$ cat config.mk
export PLATFORM = sky130hd
export DESIGN_NAME = seq_player
export DESIGN_NICKNAME = d
export VERILOG_FILES = /design/src/rtl/seq_player.sv
export SDC_FILE = /design/constraint.sdc
export NUM_CORES = 1
export LEC_CHECK = 0
export ABC_AREA = 1
export CORE_MARGIN = 2
export CORE_UTILIZATION = 40
export CTS_CLUSTER_SIZE = 8
export DETAILED_ROUTE_END_ITERATION = 6
export GPL_ROUTABILITY_DRIVEN = 0
export SLEW_MARGIN = 30
export SYNTH_ARGS = -nofsm -noshare
export SYNTH_HDL_FRONTEND = slang
export SYNTH_SLANG_ARGS = --single-unit
$ cat constraint.sdc
create_clock -name clock -period 1.8 [get_ports clock]
set_input_delay 0.36 -clock clock [delete_from_list [all_inputs] [get_ports clock]]
set_output_delay 0.36 -clock clock [all_outputs]
set_load 0.05 [all_outputs]
$ cat src/rtl/seq_player.sv
// seq_player: replays a buffered colour pattern on the LED (and optionally audio) strobes with fixed on/off timing.
// Latency: start sampled at edge k gives the first ON strobe in cycle k+1; all outputs are registered.
// Backpressure: none; push/start arriving while busy are dropped, and a push into a full buffer sets sticky overflow.
//
// Ports: clock/reset (sync, active-high); push/push_color append to the buffer; clear empties it and aborts
// playback; start begins playback. Outputs: len, busy, done, overflow, led_strobe/led_color/led_on and
// snd_strobe/snd_color/snd_on.
// Build option: define SEQ_PLAYER_AUDIO_EN to drive the snd_* outputs; without it they are tied to 0.
module seq_player #(
    parameter int DEPTH      = 32,
    parameter int ON_CYCLES  = 25000000,
    parameter int OFF_CYCLES = 12500000
) (
    input  logic                       clock,
    input  logic                       reset,
    input  logic                       push,
    input  logic [1:0]                 push_color,
    input  logic                       clear,
    input  logic                       start,
    output logic [$clog2(DEPTH+1)-1:0] len,
    output logic                       busy,
    output logic                       done,
    output logic                       overflow,
    output logic                       led_strobe,
    output logic [1:0]                 led_color,
    output logic                       led_on,
    output logic                       snd_strobe,
    output logic [2:0]                 snd_color,
    output logic                       snd_on
);

    localparam int LW   = $clog2(DEPTH + 1);
    localparam int IW   = $clog2(DEPTH);
    localparam int MAXC = (ON_CYCLES > OFF_CYCLES) ? ON_CYCLES : OFF_CYCLES;
    localparam int CW   = $clog2(MAXC + 1);

    // The counter holds "cycles left after this one", so a state lasts LOAD+1 cycles.
    localparam logic [CW-1:0] ON_LOAD  = CW'(ON_CYCLES - 1);
    localparam logic [CW-1:0] OFF_LOAD = CW'(OFF_CYCLES - 1);

    typedef enum logic [1:0] {
        S_IDLE = 2'd0,
        S_ON   = 2'd1,
        S_OFF  = 2'd2
    } state_t;

    state_t          state_q, state_d;
    logic [CW-1:0]   cnt_q, cnt_d;
    logic [IW-1:0]   idx_q, idx_d;
    logic [LW-1:0]   len_q, len_d;
    logic            ovf_q, ovf_d;
    logic            done_q, done_d;
    logic            strobe_q, strobe_d;
    logic [1:0]      color_q, color_d;
    logic            on_q, on_d;
    logic            wr_en;
    logic [1:0]      mem [DEPTH];

    always_comb begin
        state_d  = state_q;
        cnt_d    = cnt_q;
        idx_d    = idx_q;
        len_d    = len_q;
        ovf_d    = ovf_q;
        done_d   = 1'b0;
        strobe_d = 1'b0;
        color_d  = color_q;
        on_d     = on_q;
        wr_en    = 1'b0;

        if (clear) begin
            state_d = S_IDLE;
            len_d   = '0;
            ovf_d   = 1'b0;
            // Aborting mid-flash must still turn the light/tone off.
            if (state_q == S_ON) begin
                strobe_d = 1'b1;
                on_d     = 1'b0;
            end
        end else begin
            unique case (state_q)
                S_IDLE: begin
                    if (push) begin
                        if (len_q == LW'(DEPTH)) begin
                            ovf_d = 1'b1;
                        end else begin
                            wr_en = 1'b1;
                            len_d = len_q + LW'(1);
                        end
                    end
                    if (start) begin
                        if (len_q != '0) begin
                            state_d  = S_ON;
                            idx_d    = '0;
                            cnt_d    = ON_LOAD;
                            strobe_d = 1'b1;
                            on_d     = 1'b1;
                            color_d  = mem[0];
                        end else begin
                            done_d = 1'b1;
                        end
                    end
                end
                S_ON: begin
                    if (cnt_q == '0) begin
                        state_d  = S_OFF;
                        cnt_d    = OFF_LOAD;
                        strobe_d = 1'b1;
                        on_d     = 1'b0;
                    end else begin
                        cnt_d = cnt_q - CW'(1);
                    end
                end
                S_OFF: begin
                    if (cnt_q == '0) begin
                        if (LW'(idx_q) + LW'(1) == len_q) begin
                            state_d = S_IDLE;
                            done_d  = 1'b1;
                        end else begin
                            state_d  = S_ON;
                            idx_d    = idx_q + IW'(1);
                            cnt_d    = ON_LOAD;
                            strobe_d = 1'b1;
                            on_d     = 1'b1;
                            color_d  = mem[idx_q + IW'(1)];
                        end
                    end else begin
                        cnt_d = cnt_q - CW'(1);
                    end
                end
                default: state_d = S_IDLE;
            endcase
        end
    end

    always_ff @(posedge clock) begin
        if (reset) begin
            state_q  <= S_IDLE;
            cnt_q    <= '0;
            idx_q    <= '0;
            len_q    <= '0;
            ovf_q    <= 1'b0;
            done_q   <= 1'b0;
            strobe_q <= 1'b0;
            color_q  <= 2'b00;
            on_q     <= 1'b0;
        end else begin
            state_q  <= state_d;
            cnt_q    <= cnt_d;
            idx_q    <= idx_d;
            len_q    <= len_d;
            ovf_q    <= ovf_d;
            done_q   <= done_d;
            strobe_q <= strobe_d;
            color_q  <= color_d;
            on_q     <= on_d;
        end
    end

    // Buffer storage needs no reset: len gates every read.
    always_ff @(posedge clock) begin
        if (wr_en) begin
            mem[len_q[IW-1:0]] <= push_color;
        end
    end

    assign len        = len_q;
    assign busy       = (state_q != S_IDLE);
    assign done       = done_q;
    assign overflow   = ovf_q;
    assign led_strobe = strobe_q;
    assign led_color  = color_q;
    assign led_on     = on_q;

`ifdef SEQ_PLAYER_AUDIO_EN
    assign snd_strobe = strobe_q;
    assign snd_color  = {1'b0, color_q};
    assign snd_on     = on_q;
`else
    assign snd_strobe = 1'b0;
    assign snd_color  = 3'b000;
    assign snd_on     = 1'b0;
`endif

endmodule

Word level (Yosys, flattened, before mapping)

Memories as Yosys holds them, arrays and structs flattened.
Cells that the tools add are included.
Widths: inputs -> output; s select.

Bits in registers: 44
Latch bits: 0
Bits in writable memories: 64
Bits in read-only memories: 0
Output and inout port bits: 18
Memories: 1

$add $sub $neg: 4
Multiply operators: 0
Divide/modulo/power cells: 0
Magnitude comparators: 0
Equal/unequal tests: 16
Shift operators: 0
Mux-type cells: 49
Bitwise operators: 2
Reductions and logical operators: 13

Memories:

| name | depth | width | rd ports | clocked after Yosys merged registers in | write ports | line | source |
|---|---|---|---|---|---|---|---|
| mem  | 32    | 2     | 2        | 0                                       | 1           | 57   | `logic [1:0] mem [DEPTH];` |

Operators with widths:

| operator              | number |
|---|---|
| $mux 25               | 5 |
| $pmux 25 s3           | 1 |
| $logic_not 25->1      | 1 |
| $mux 1                | 25 |
| $sub 25x1->25 const B | 1 |
| $mux 5                | 4 |
| $mux 2                | 8 |
| $ne 3x3->1 const B    | 5 |
| $pmux 5 s2            | 1 |
| $ne 2x2->1 const B    | 4 |
| $reduce_and 7->1      | 1 |
| $add 5x1->6 const B   | 1 |
| $add 6x1->6 const B   | 1 |
| $eq 6x6->1            | 1 |
| $eq 6x6->1 const B    | 1 |
| $pmux 1 s3            | 2 |
| $pmux 2 s3            | 1 |
| $reduce_and 3->1      | 2 |
| $reduce_and 6->1      | 1 |
| $reduce_bool 6->1     | 1 |
| $add 5x1->5 const B   | 1 |
| $reduce_and 5->1      | 1 |
| $ne 2x1->1 const B    | 2 |
| $pmux 2 s2            | 1 |
| other kinds (10)      | 12 |

Logic depth before layout (Yosys ltp)

Depth in word-level cells: 7
Mapped depth: 16
Depth with buffers taken out: 14

Worst setup path before layout

OpenSTA, ideal clock, no wires.

Path kind: flip-flop to flip-flop
Start: register len_q[0] (netlist: len[0])
End: memory mem[20][0] (enable)
Setup time: 0.310 ns
Data arrival time: 2.004 ns
Required time: 1.490 ns
Setup slack: -0.514 ns
Cell stages (with the launch flop): 10
Buffers on the path: 0
Cells stage by stage: dfxtp_1 -> inv_1 -> ha_1 -> nand3_1 -> nor2_1 -> nor2_2 -> inv_1 -> nor2_1 -> nand2_1 -> nor2_1

Longest elaborated chain between the ends: 7

RTL lines:

| item                         | line | source |
|---|---|---|
| start, declared              | 50   | `logic [LW-1:0] len_q, len_d;` |
| start signal, assigned       | 151  | `len_q <= len_d;` |
| $eq 6x6->1                   | 84   | `if (len_q == LW'(DEPTH)) begin` |
| $mux 1                       | 84   |  |
| $mux 1                       | 83   | `if (push) begin` |
| $mux 1                       | 81   | `unique case (state_q)` |
| $mux 1                       | 71   | `if (clear) begin` |
| $mux 1                       | 162  | `if (wr_en) begin` |
| $mux 1 (not written as such) | 163  | `mem[len_q[IW-1:0]] <= push_color;` |
| end, declared                | 57   |  |

Several ways; a longest one is shown, not always the timed one.

Worst setup path after layout

Start: register idx_q[0]
End: register cnt_q[21]

Longest elaborated chain between the ends: 4

RTL lines:

| item                       | line | source |
|---|---|---|
| start, declared            | 49   | `logic [IW-1:0] idx_q, idx_d;` |
| start signal, assigned     | 150  | `idx_q <= idx_d;` |
| $add 5x1->6                | 116  | `if (LW'(idx_q) + LW'(1) == len_q) begin` |
| $eq 6x6->1                 | 116  |  |
| $ne 3x3->1 (no line)       | --   |  |
| $reduce_and 5->1 (no line) | --   |  |
| end signal, assigned       | 149  | `cnt_q <= cnt_d;` |
| end, declared              | 48   | `logic [CW-1:0] cnt_q, cnt_d;` |

Every way passes these cells.
A chain may end at the register's enable or synchronous reset.

==> summary.txt <==
CTS
  – CTS Sinks: around 110
  – Total CTS buffers: 9
  – Clock transition at path regs: around 80 ps
  – CTS root buffer: clkbuf_16
  – CTS Hold Bufs: 0
  – CTS tree: yes
  – Clk buf depth: 2
  – CTS H-Tree Depth: 3
  – Clk Latency, worst-skew pair: 360 ps

Logic synthesis
  – Post-Syn Area: a little over 6000 um^2
  – Yosys top cell area share: 0.313
  – Sequential share of the synthesized area: 0.456
  – Area contributors post-synth: edfxtp_1, dfxtp_1, nand2_1, nor2_1, nor2_2
  – Synth area leader: edfxtp_1
  – Syn avg cell area: about 8 um^2
  – Post-Synthesis Cells: between 700 and 800
  – Synth cell types: 36
  – FF+latch count, synth: 108
  – Warnings, synthesis: 0

Setup path
  – CP Launch Type: flop
  – Register-to-register setup slack: -100 ps
  – Critical path required time: 2060 ps
  – CP max FO: 9
  – Crit Path Class: reg2reg
  – Setup crit end kind: flop
  – CP Data Arrival Time: between 2000 and 2500 ps

Layout
  – # fillers: roughly 1.4k
  – N_diodes: 0
  – P&R area growth vs syn: 31.6%
  – Share of cells above drive strength 1: 0.396
  – Finished Cell Area: between 8000 and 9000 um^2
  – Fin nets: between 800 and 900

Detailed routing
  – Drc violations: 0
  – Antenna viol nets, final: 0
  – DRT Pass-1 Iters: 6
  – Wire per inst: 15.6 um
  – Initial DRC count: 333
  – Vias/cell: ~5.2
  – Via Count: 5,527
  – Routed Wire Length: about 17 mm

Outcome
  – Failing checks: setup timing
  – Status: finished, violations left

Floorplanning
  – # rows: 45
  – Starting Density: 0.407
  – Die X: between 100 and 150 um
  – Core area: ~15,000 um^2
  – Total die area: between 15,000 and 20,000 um^2
  – Die height: roughly 130 um
  – I/O pins: 25

Global route
  – Number of global-route vias before repair: 5,406
  – Largest net degree at the start of global routing: 34
  – First-pass GRT wire length: ~27 mm
  – Global route overflow: 0
  – Total Routing Usage GR: 0.207
  – Initial antenna violation count: 0

Min path
  – Worst hold path type: reg2reg

Timing
  – Final setup margin: -104 ps
  – Fmax: approximately 0.53 GHz
  – Pins Over Slew Limit: 0
  – Final Skew: about 11 ps
  – Fin crit share: 1.06
  – Final setup violation count: 27
  – Final hold vios: 0
  – Final min period: ~1900 ps
  – Unrepaired setup endpoints after global routing: yes

Power and ir drop
  – Power density over cell area: between 700 and 800 nW/um^2
  – Peak supply drop: a little under 700 uV
  – Leak: 3.19 nW

Placement
  – I/O Buffers: 19
  – DP Wirelength: around 12 mm
  – Worst slack, placed: -312 ps
  – Post-DP Area: ~7300 um^2

Flow run
  – Max-Cap Viols: 0
-- worst max-delay path, stage by stage, from the launching register on --
cell     delay (ps)
dfxtp_4         370
ha_4            280
inv_2            30
nand2_1          40
nand2_1          50
nor2_2           90
nand3_2          90
nor2_4          120
nand3_4          90
nor2_4          130
nand2_4          80
nand2_8         120
buf_12          160
nand2_2          60
nand2_2          60
nor2_2           30
-- metal layers --
layer	GRT usage	wire length, um	part of all wire
met3	0.0409	767	0.046
met4	0.0679	380	0.023
met1	0.278	7660	0.46
met2	0.337	7880	0.47
met5	0	0	0
-- flip-flops by register name, summed over array words and instances (netlist names) --
register / flops
len: 6
led_color: 2
cnt_q: 25
led_on: 1
idx_q: 5
overflow: 1
state_q: 2
led_strobe: 1
done: 1
mem: 64
-- synth_stat cells, drive strengths merged --
cell	number
o21a	1
o211ai	16
clkbuf	10
dfxtp	44
clkinv	2
ha	11
conb	1
inv	58
xor2	11
nand2	185
a21oi	18
nor2	199
nor3	8
nand4	11
a31oi	2
nand3	51
edfxtp	64
o21ai	58
buf	20
o31ai	1
-- per-stage QoR --
stage / power [mW] / hold WS [ps] / TNS, ps / instances / utilization
2_1_floorplan: 3.52 / 419 / -8490 / 775 / -
3_3_place_gp: 3.95 / 459 / -17990 / 1038 / 0.482
3_5_place_dp: 3.98 / 471 / -20710 / 1038 / 0.482
4_1_cts: 5.99 / 494 / -2580 / 1059 / 0.511
5_1_grt: 6.29 / 532 / -5960 / 1067 / 0.535
6_report: 6.05 / 502 / -2000 / 1067 / 0.535
-- cells by family after synthesis --
family | after synthesis | share of synthesized area
adders and majority gates | 11 | 0.0224
xor gates and xnor gates | 11 | 0.0157
buffers and inverters | 90 | 0.0754
and+or+nand+nor | 454 | 0.342
DFF | 108 | 0.456
other | 1 | 0.000611
AOI/OAI and AO/OA | 96 | 0.0872
-- layout make-up --
class	count	area, um^2	area share
clock buffers	9	225	0.0279
flip-flops and latches	108	2830	0.350
well taps	188	235	0.0291
inverters	60	238	0.0294
clock inverters	7	66.3	0.00821
repair buffers	118	1080	0.134
multi-input cells	577	3400	0.421
-- report_power, final --
group / total (mW) / internal [mW] / switching, mW
combinational: 1.37 / 0.552 / 0.822
sequential: 2.68 / 2.65 / 0.0358
clock: 1.99 / 0.973 / 1.02
total: 6.05 / 4.17 / 1.88
-- final timing paths --
| path | cells after the start | endpoint | startpoint |
|---|---|---|---|
| setup reg to reg | 15 | cnt_q[21] | idx_q[0] |
| hold / removal | 2 | led_on | led_on |
| setup / recovery | 15 | cnt_q[21] | idx_q[0] |
| hold reg to reg | 2 | led_on | led_on |
-- cells in the final DEF, fill, tap and decap left out, drive strengths merged, types with 6 or more instances in the layout --
| cell type | instances |
|---|---|
| a21oi | 18 |
| buf | 110 |
| clkbuf | 11 |
| clkdlybuf4s50 | 6 |
| dfxtp | 44 |
| edfxtp | 64 |
| ha | 11 |
| inv | 60 |
| nand2 | 185 |
| nand3 | 51 |
| nand4 | 11 |
| nor2 | 199 |
| nor3 | 8 |
| o211ai | 16 |
| o21ai | 58 |
| xor2 | 11 |
-- timing repair --
action | 4_1_cts | 5_1_grt
buffers inserted | 3 | 6
gates cloned | 2 | 2
setup endpoints to repair | 94 | 100
resized for setup | 21 | 88
pin swaps | 4 | 30
Power figures use the tool's default switching activity.
